File: src/rtl/fp_div_pipe_driver.sv
// Issue/collect controller for the pipelined FP divider: credit-limited launch plus show-ahead
// result FIFO. Define FP_DIV_DRV_IDCHK_EN to add arrival ID sequence checking (err[1]).
module fp_div_pipe_driver #(
    parameter int unsigned sig_width  = 10,
    parameter int unsigned exp_width  = 5,
    parameter int unsigned id_width   = 8,
    parameter int unsigned fifo_depth = 4
) (
    input  logic                           clk,
    input  logic                           rst_n,
    input  logic                           in_valid,
    output logic                           in_ready,
    input  logic [sig_width+exp_width:0]   in_a,
    input  logic [sig_width+exp_width:0]   in_b,
    input  logic [2:0]                     in_rnd,
    output logic                           launch,
    output logic [id_width-1:0]            launch_id,
    output logic [sig_width+exp_width:0]   a_out,
    output logic [sig_width+exp_width:0]   b_out,
    output logic [2:0]                     rnd_out,
    input  logic                           pipe_full,
    input  logic                           pipe_ovf,
    output logic                           accept_n,
    input  logic                           arrive,
    input  logic [id_width-1:0]            arrive_id,
    input  logic                           push_out_n,
    input  logic [sig_width+exp_width:0]   z_in,
    input  logic [7:0]                     status_in,
    output logic                           out_valid,
    input  logic                           out_ready,
    output logic [sig_width+exp_width:0]   out_z,
    output logic [7:0]                     out_status,
    output logic [id_width-1:0]            out_id,
    output logic [$clog2(fifo_depth+1)-1:0] tokens,
    output logic [1:0]                     err
);

    localparam int unsigned W  = sig_width + exp_width + 1;
    localparam int unsigned TW = $clog2(fifo_depth + 1);
    localparam int unsigned AW = $clog2(fifo_depth);
    localparam int unsigned EW = W + 8 + id_width;

    typedef logic [EW-1:0] entry_t;

    logic [TW-1:0]       tokens_q, tokens_d;
    logic [id_width-1:0] next_id_q;
    logic                launch_q;
    logic [id_width-1:0] launch_id_q;
    logic [W-1:0]        a_q, b_q;
    logic [2:0]          rnd_q;
    logic [AW:0]         wr_ptr_q, rd_ptr_q;
    entry_t              mem_q [fifo_depth];
    entry_t              head;
    logic [1:0]          err_q, err_d;
    logic                in_hs, pop, full, empty, wr_en, drop, id_mis;

    // Monitor-only input; kept visible so it is not flagged as dangling.
    logic unused_push_out_n;
    assign unused_push_out_n = push_out_n;

    assign full  = (wr_ptr_q[AW] != rd_ptr_q[AW]) && (wr_ptr_q[AW-1:0] == rd_ptr_q[AW-1:0]);
    assign empty = (wr_ptr_q == rd_ptr_q);
    assign in_ready = (tokens_q < TW'(fifo_depth)) & ~pipe_full;
    assign in_hs = in_valid & in_ready;
    assign pop   = ~empty & out_ready;
    assign wr_en = arrive & ~full;
    assign drop  = arrive & full;

    always_comb begin
        tokens_d = tokens_q;
        unique case ({in_hs, pop})
            2'b10:   tokens_d = tokens_q + TW'(1);
            2'b01:   tokens_d = tokens_q - TW'(1);
            default: tokens_d = tokens_q;
        endcase
    end

`ifdef FP_DIV_DRV_IDCHK_EN
    logic [id_width-1:0] expect_id_q;

    assign id_mis = wr_en & (arrive_id != expect_id_q);

    always_ff @(posedge clk or negedge rst_n) begin
        if (!rst_n) begin
            expect_id_q <= '0;
        end else if (wr_en) begin
            expect_id_q <= expect_id_q + id_width'(1);
        end
    end
`else
    assign id_mis = 1'b0;
`endif

    always_comb begin
        err_d = err_q | {id_mis, pipe_ovf | drop};
    end

    always_ff @(posedge clk or negedge rst_n) begin
        if (!rst_n) begin
            tokens_q    <= '0;
            next_id_q   <= '0;
            launch_q    <= 1'b0;
            launch_id_q <= '0;
            a_q         <= '0;
            b_q         <= '0;
            rnd_q       <= '0;
            err_q       <= '0;
        end else begin
            tokens_q <= tokens_d;
            err_q    <= err_d;
            launch_q <= in_hs;
            if (in_hs) begin
                launch_id_q <= next_id_q;
                next_id_q   <= next_id_q + id_width'(1);
                a_q         <= in_a;
                b_q         <= in_b;
                rnd_q       <= in_rnd;
            end
        end
    end

    // Storage is cleared on reset so the head reads as zero when nothing is buffered.
    always_ff @(posedge clk or negedge rst_n) begin
        if (!rst_n) begin
            wr_ptr_q <= '0;
            rd_ptr_q <= '0;
            for (int i = 0; i < fifo_depth; i++) begin
                mem_q[i] <= '0;
            end
        end else begin
            if (wr_en) begin
                mem_q[wr_ptr_q[AW-1:0]] <= {z_in, status_in, arrive_id};
                wr_ptr_q                <= wr_ptr_q + (AW + 1)'(1);
            end
            if (pop) begin
                rd_ptr_q <= rd_ptr_q + (AW + 1)'(1);
            end
        end
    end

    assign head       = mem_q[rd_ptr_q[AW-1:0]];
    assign out_valid  = ~empty;
    assign out_z      = head[EW-1 -: W];
    assign out_status = head[id_width +: 8];
    assign out_id     = head[id_width-1:0];
    assign accept_n   = full;

    assign launch    = launch_q;
    assign launch_id = launch_id_q;
    assign a_out     = a_q;
    assign b_out     = b_q;
    assign rnd_out   = rnd_q;
    assign tokens    = tokens_q;
    assign err       = err_q;

endmodule

File: config.mk
export PLATFORM = sky130hd
export DESIGN_NAME = fp_div_pipe_driver
export DESIGN_NICKNAME = d
export VERILOG_FILES = /design/src/rtl/fp_div_pipe_driver.sv
export SDC_FILE = /design/constraint.sdc
export NUM_CORES = 1
export LEC_CHECK = 0
export ABC_AREA = 1
export BUFFER_PORTS_ARGS = -buffer_cell sky130_fd_sc_hd__clkbuf_2
export CORE_MARGIN = 5
export CORE_UTILIZATION = 60
export CTS_CLUSTER_DIAMETER = 150
export DETAILED_ROUTE_END_ITERATION = 16
export GPL_ROUTABILITY_DRIVEN = 1
export GPL_TIMING_DRIVEN = 0
export PLACE_DENSITY_LB_ADDON = 0.3
export SLEW_MARGIN = 40
export SYNTH_ARGS = -nofsm -noshare
export SYNTH_HDL_FRONTEND = slang
export SYNTH_SLANG_ARGS = --single-unit
File: constraint.sdc
create_clock -name clk -period 5.2 [get_ports clk]
set_clock_uncertainty 0.15 [all_clocks]
set_input_delay 0.26 -clock clk [delete_from_list [all_inputs] [get_ports clk]]
set_output_delay 0.26 -clock clk [all_outputs]
set_load 0.1 [all_outputs]
==> results of run 1 <==
[cell usage in the layout (no fill, tap or decap), types with 2 or more instances in the layout]
cell type	count
nor2_1	68
buf_1	13
clkbuf_2	155
clkbuf_16	17
nand3_1	9
buf_2	28
o22ai_1	32
nand2_1	414
clkbuf_8	6
dfrtp_1	190
clkbuf_1	39
buf_16	2
nand4_1	131
nand3_2	4
buf_6	8
inv_1	18
clkinv_2	3
dlygate4sd3_1	70
xnor2_1	3
xor2_1	5
bufinv_16	2
o21ai_0	73
ha_1	7
[stage by stage]
stage               hold slack, ns  instances
detailed placement           0.103       1391
CTS                          0.125       1491
finish                       0.145       1492
global placement             0.298       1389
floorplan                   -0.186       1049
global route                 0.219       1491
[layer usage]
metal	up-vias	wire length [um]
met5	-	0
met4	0	900
met3	106	2670
met2	562	13300
met1	4145	10500
li1	4000	-
[state kept, by name (all words and copies together) (netlist names)]
name and flops:
err 1, rnd_out 3, next_id_q 8, wr_ptr_q 3, launch_id 8, b_out 16
rd_ptr_q 3, launch 1, tokens 3, mem_q 128, a_out 16
[final cells by class]
cell class                      count  area (um^2)  share of cell area [%]
Sequential cell                   190         4750                    42.8
Multi-Input combinational cell    751         3480                    31.3
Timing Repair Buffer              228         1550                    13.9
Clock buffer                       24          502                    4.52
Buffer                             88          440                    3.96
Tap cell                          184          230                    2.07
Clock inverter                      6         82.6                   0.743
Inverter                           20         75.1                   0.676
Antenna cell                        1         2.50                  0.0225
[logic make-up (layout without fill, tap and decap cells)]
logic type,Yosys count,after routing,share of synthesized area [%]
simple gates,628,628,31.2
flops,190,190,54.3
buf+inv,108,366,5.89
compound gates,106,106,6.52
fa+ha+maj,8,8,1.23
xor+xnor,8,8,0.801
other cells,1,2,0.0429
[worst max path at each step]
stage | from | end | cells past startpoint
detailed placement | rd_ptr_q[0] | out_id[0] | 7
global placement | rst_n | launch | 1
global route | rd_ptr_q[0] | out_z[11] | 7
floorplan | tokens[2] | tokens[1] | 7
finish | rd_ptr_q[0] | out_z[11] | 7
CTS | rd_ptr_q[0] | out_id[0] | 7
[critical path: stages, from the launching register on]
cell and delay (ns):
dfrtp_1 0.48, buf_2 0.24, inv_1 0.09, buf_2 0.25, clkbuf_1 0.45, o21ai_0 0.22, o22ai_1 0.24, clkbuf_2 0.51
==> impl_metrics.ini, run 1 <==
[status]
status = finished, final reports clean

[floorplanning]
ios = 159
placementRows = 44
initial_utilization_pct = 60.7
core_area_um2 = 14400
die_h_um = 131
die-area_um2 = 17100
fp.dieW_um = 131

[job]
max_cap_violations = 0

[finish]
syn_to_final_growth_pct = 27.0
final_util_pct = 77.0
final_cell_area_um2 = 11100
layout-drive-gt1-share_pct = 17.5
final_nets = 1379
n_fill_cell = 1025

[yosys]
synth-seq-cells = 190
syn_inst = 1049
synth.distinct_cells = 25
synth.avg_cell_area_um2 = 8.34
syn_area_um2 = 8750
syn_nets = 1132
synth_commonest_cells = nand2_1, dfrtp_1, nand4_1
synth_largest_area_cell = dfrtp_1
async_reset_ff_share_pct = 100
synth_edf_count = 0
synthMostInstantiatedCell = nand2_1
yosys_warnings = 0
synth_area_leaders = dfrtp_1, nand2_1, nand4_1
synth-main-ff-cell = dfrtp_1
yosys.area.top_type_share_pct = 54.3
synth-seq-area-share_pct = 54.3

[drt]
dr.pass1.iters = 5
vias_per_cell = 5.91
num_vias = 8813
wirelength_um = 27400
routedWlPerCell_um = 18.4
drc = 0
antenna_violating_nets_post_route = 0
drt_iter0_drc = 1017

[setup_path]
r2r_setup_slack_ns = 2.62
reg2reg_from = rd_ptr_q[1]
reg2reg_depth = 12
worstPathArrival_ns = 2.92
r2r-end = tokens[2]
cp_max_fo = 10
critPathCaptureType = primary output
cp.required_ns = 4.79
crit_type = register to primary output
crit_path_start_kind = register

[clock_tree]
clk_latency_ns = 0.44
cts_max_path_buffers = 2
numCtsBuffers = 17
postCtsSetupBuffers = 0
cts_max_level = 4
cts_resized = 0
root_buffer = clkbuf_16
clkSinkCount = 190
holdBufCountCts = 70
cts.clk_slew.worst_paths_ns = 0.07
cts_tree = built

[sta]
finalHoldViolCount = 0
drv_slew = 0
fmax_ghz = 0.301
period_minus_slack_ns = 3.33
worst_pin_slew_ns = 0.678
relSlewSlack_pct = 54.8
period_share_pct = 64.0
setup_violations = 0
setup_tns_ns = 0
timing.final.ws_setup_ns = 1.87
grt_setup_unrepaired = no

[min_path]
hold_path_end = mem_q[0]
min_from = arrive
hp-class = input port to register
holdPathStages = 4

[global_route]
gr-usage-all-layers_pct = 32.5
antenna_found_initial = 0
grt_pass1_vias = 8526
grt_pass1_wl_um = 43100
busiest_layer = met2
met2_usage_pct = 52.2
use_met1_pct = 43.2
grt_max_degree = 71
globalRouteOverflowTotal = 0
met3_usage_pct = 6.91

[placed_design]
post-place-ws_ns = 2.50
port_buffers = 156
placed_area_um2 = 9820
routabilityCongestion = 0.847
dp_hpwl_um = 17100
Power of run 1 is left out: the tool's default activity adds up to more than one toggle a clock period on the data nets, which glitch-free logic cannot reach.
==> run 2: changes to the inputs <==
CORE_UTILIZATION = 56   (was 60)
clock period = 3.1 ns   (was 5.2 ns; I/O delays follow)
==> impl_metrics.ini, run 2 (same netlist as run 1, synthesis figures left out) <==
[global_route]
grt_pass1_vias = 8598
grt_pass1_wl_um = 43600
antenna_found_initial = 0
globalRouteOverflowTotal = 0
grt_max_degree = 64
gr-usage-all-layers_pct = 30.1

[placed_design]
routabilityCongestion = 0.868
port_buffers = 156
dp_hpwl_um = 17600
post-place-ws_ns = 0.471
placed_area_um2 = 9890

[clock_tree]
cts_max_level = 4
clk_latency_ns = 0.44
cts_max_path_buffers = 2
numCtsBuffers = 17
clkSinkCount = 190
cts_tree = built
postCtsSetupBuffers = 0
cts.clk_slew.worst_paths_ns = 0.07
root_buffer = clkbuf_16

[drt]
drc = 0
wirelength_um = 27000
antenna_violating_nets_post_route = 0
dr.pass1.iters = 5
drt_iter0_drc = 947
num_vias = 8637
vias_per_cell = 5.68
routedWlPerCell_um = 17.8

[setup_path]
crit_path_start_kind = register
crit_type = register to primary output
reg2reg_depth = 12
cp_max_fo = 10
worstPathArrival_ns = 2.64
critPathCaptureType = primary output
cp.required_ns = 2.79

[finish]
top_register = mem_q
layout-drive-gt1-share_pct = 18.2
final_cell_area_um2 = 11200
final_nets = 1380
antennaDiodeCount = 0
largest_register_ffs = 128
syn_to_final_growth_pct = 27.9
final_common_cell = nand2_1
multi_input_area_um2 = 3490
final_cell_mix = nand2_1, dfrtp_1, clkbuf_2
n_fill_cell = 1134
seqCellArea_um2 = 4760

[sta]
setup_tns_ns = 0
period_share_pct = 94.9
setup_violations = 0
drv_slew = 0
period_minus_slack_ns = 2.94
finalHoldViolCount = 0
worst_pin_slew_ns = 0.671
relSlewSlack_pct = 55.3
grt_setup_unrepaired = no
fmax_ghz = 0.340
timing.final.ws_setup_ns = 0.157

[floorplanning]
fp.dieW_um = 135
core_area_um2 = 15300
placementRows = 45
die_h_um = 135
initial_utilization_pct = 57.3
ios = 159
die-area_um2 = 18200

[min_path]
hp-class = input port to async pin

[status]
status = finished, final reports clean

[job]
max_cap_violations = 0
## run 2: cell count changes in the layout (fill, tap and decap cells not counted), moves of 3 or more
cell,delta
clkbuf_4,+6
inv_6,+3
clkbuf_1,-4
clkinv_4,+3
clkbuf_2,-11
buf_2,+8
## run 2: final cells by class
type | instances | share of cell area [%]
plain buffers | 88 | 3.97
clock buffers | 22 | 4.33
clock inverters | 10 | 0.917
inverters | 20 | 0.671
multi-input cells | 751 | 31.1
flip-flops and latches | 190 | 42.5
well taps | 211 | 2.36
repair buffers | 229 | 14.1
## run 2: final timing paths
check	startpoint	to	slack, ns
max in group asynchronous	rst_n	tokens[2]	1.87
min reg2reg	mem_q[90]	mem_q[90]	0.32
min in group clk	arrive	wr_ptr_q[2]	0.07
min	rst_n	mem_q[81]	0.05
max	rd_ptr_q[0]	out_id[2]	0.16
max reg2reg	rd_ptr_q[1]	tokens[2]	0.46
## run 2: through the flow
step                hold slack [ns]  instances  utilization [%]
floorplan                    -0.291       1049                -
global placement              0.198       1416             64.2
detailed placement          -0.0400       1419             64.8
CTS                          0.0664       1521             73.2
global route                  0.104       1521             73.3
finish                       0.0549       1521             73.3
## run 2: metal layers
metal / global-route usage, % / routed length (um) / share of wire (%) / vias to the layer above
li1: - / - / - / 3999
met1: 40.3 / 11000 / 41 / 4133
met2: 48.3 / 13100 / 48 / 433
met3: 6.37 / 2100 / 7.8 / 72
met4: 12.4 / 826 / 3.1 / 0
met5: 0 / 0 / 0 / -
## run 2: repair_timing
action | CTS | global route
hold buffers | 70 | 0
hold endpoints to repair | 309 | 0
gates resized for setup | 1 | 24
setup endpoints to repair | 2 | 20
gates cloned | 0 | 0
## run 2: worst max-delay path: stages (launching register included)
cell and delay [ns]:
dfrtp_1 0.48, buf_2 0.24, inv_1 0.10, buf_2 0.25
clkbuf_2 0.31, o21ai_0 0.12, o22ai_1 0.19, clkbuf_2 0.49
Power of run 2 is left out for the same reason.
==> run 3: changes to the inputs <==
GPL_TIMING_DRIVEN = 1   (was 0)
==> impl_metrics.ini, run 3 (same netlist as run 1, synthesis figures left out) <==
[status]
status = finished, final reports clean

[clock_tree]
numCtsBuffers = 17
root_buffer = clkbuf_16
cts_tree = built
postCtsSetupBuffers = 0
cts_max_level = 4
clk_latency_ns = 0.43
cts_max_path_buffers = 2
cts_resized = 0
holdBufCountCts = 70
cts.clk_slew.worst_paths_ns = 0.07
clkSinkCount = 190

[drt]
drt_iter0_drc = 860
antenna_violating_nets_post_route = 0
vias_per_cell = 5.65
dr.pass1.iters = 7
num_vias = 8221
wirelength_um = 24400
drc = 0
routedWlPerCell_um = 16.8

[placed_design]
place_inst = 1355
port_buffers = 156
routabilityCongestion = 0.821
dp_hpwl_um = 14200
post-place-ws_ns = 0.689

[sta]
period_share_pct = 83.6
setup_tns_ns = 0
fmax_ghz = 0.386
period_minus_slack_ns = 2.59
setup_violations = 0
drv_slew = 0
relSlewSlack_pct = 51.9
grt_setup_unrepaired = no
timing.final.ws_setup_ns = 0.507
worst_pin_slew_ns = 0.722
finalHoldViolCount = 0

[setup_path]
cp.required_ns = 2.79
reg2reg_from = wr_ptr_q[1]
critPathCaptureType = primary output
slowest_delay_ns = 0.44
reg2reg_depth = 12
cp_max_fo = 53
worstPathArrival_ns = 2.29
r2r_setup_slack_ns = 0.66
r2r-end = tokens[2]
crit_type = register to primary output
cpMaxStageDelayCell = dfrtp_1
worstPathCellList = xnor2_1 > nand3_4 > buf_4 > inv_1 > buf_12
crit_path_start_kind = register

[finish]
final_cell_mix = nand2_1, dfrtp_1, nand4_1
layout-drive-gt1-share_pct = 17.8
final_util_pct = 72.5
largest_register_ffs = 128
antennaDiodeCount = 0
final_nets = 1316
n_fill_cell = 1202
final_common_cell = nand2_1
syn_to_final_growth_pct = 26.5
top_register = mem_q
fin_cells = 1456

[global_route]
gr-usage-all-layers_pct = 27.3
grt_pass1_wl_um = 40000
globalRouteOverflowTotal = 0
grt_max_degree = 80
grt_pass1_vias = 8009
antenna_found_initial = 0

[floorplanning]
die_h_um = 135
initial_utilization_pct = 57.3
placementRows = 45
fp.dieW_um = 135
ios = 159
core_area_um2 = 15300
die-area_um2 = 18200

[min_path]
hp-class = input port to register
hold_path_end = b_out[2]
holdPathStages = 5
min_from = in_valid

[job]
max_cap_violations = 0
## run 3: changes by cell type in the layout (fill, tap and decap cells not counted), moves of 5 or more
cell      change
buf_12        +5
buf_4        +55
buf_1        -13
clkbuf_1     -33
clkbuf_2     -24
buf_6         -8
buf_2        -36
clkbuf_4      -6
## run 3: metal layers
metal | GRT usage (%) | part of all wire [%]
met4 | 9.35 | 2.3
met5 | 0 | 0
met2 | 45.1 | 49
met3 | 5.59 | 7.7
met1 | 36.3 | 41
## run 3: area by class of cell
type	count	area (um^2)	area share, %
flip-flops and latches	190	4760	43.0
multi-input cells	751	3490	31.6
repair buffers	253	1860	16.8
clock buffers	21	460	4.16
well taps	211	264	2.39
clock inverters	10	163	1.47
inverters	20	75.1	0.678
## run 3: critical path, delay by kind of cell, from the launching register on
kind          cells  cell delay, ns
simple gates      1            0.28
buf+inv           3            0.76
xor+xnor          1            0.35
flops             1            0.44
## run 3: worst max path at each step
stage / slack, ns / end / from
final: 0.51 / accept_n / wr_ptr_q[0]
after global routing: 0.37 / accept_n / wr_ptr_q[0]
after CTS: 0.50 / accept_n / wr_ptr_q[0]
after detailed placement: 0.69 / tokens[1] / wr_ptr_q[0]
after global placement: 0.76 / tokens[2] / wr_ptr_q[1]
after floorplan: 0.10 / tokens[2] / rd_ptr_q[1]
## run 3: stage by stage
step                      hold slack [ns]  cell area (um^2)
after CTS                          0.0334             11100
after detailed placement           0.0874              9740
final                              0.0553             11100
after global placement             0.0949              9740
after floorplan                    -0.291              8760
after global routing               0.0584             11100
Power of run 3 is left out for the same reason.
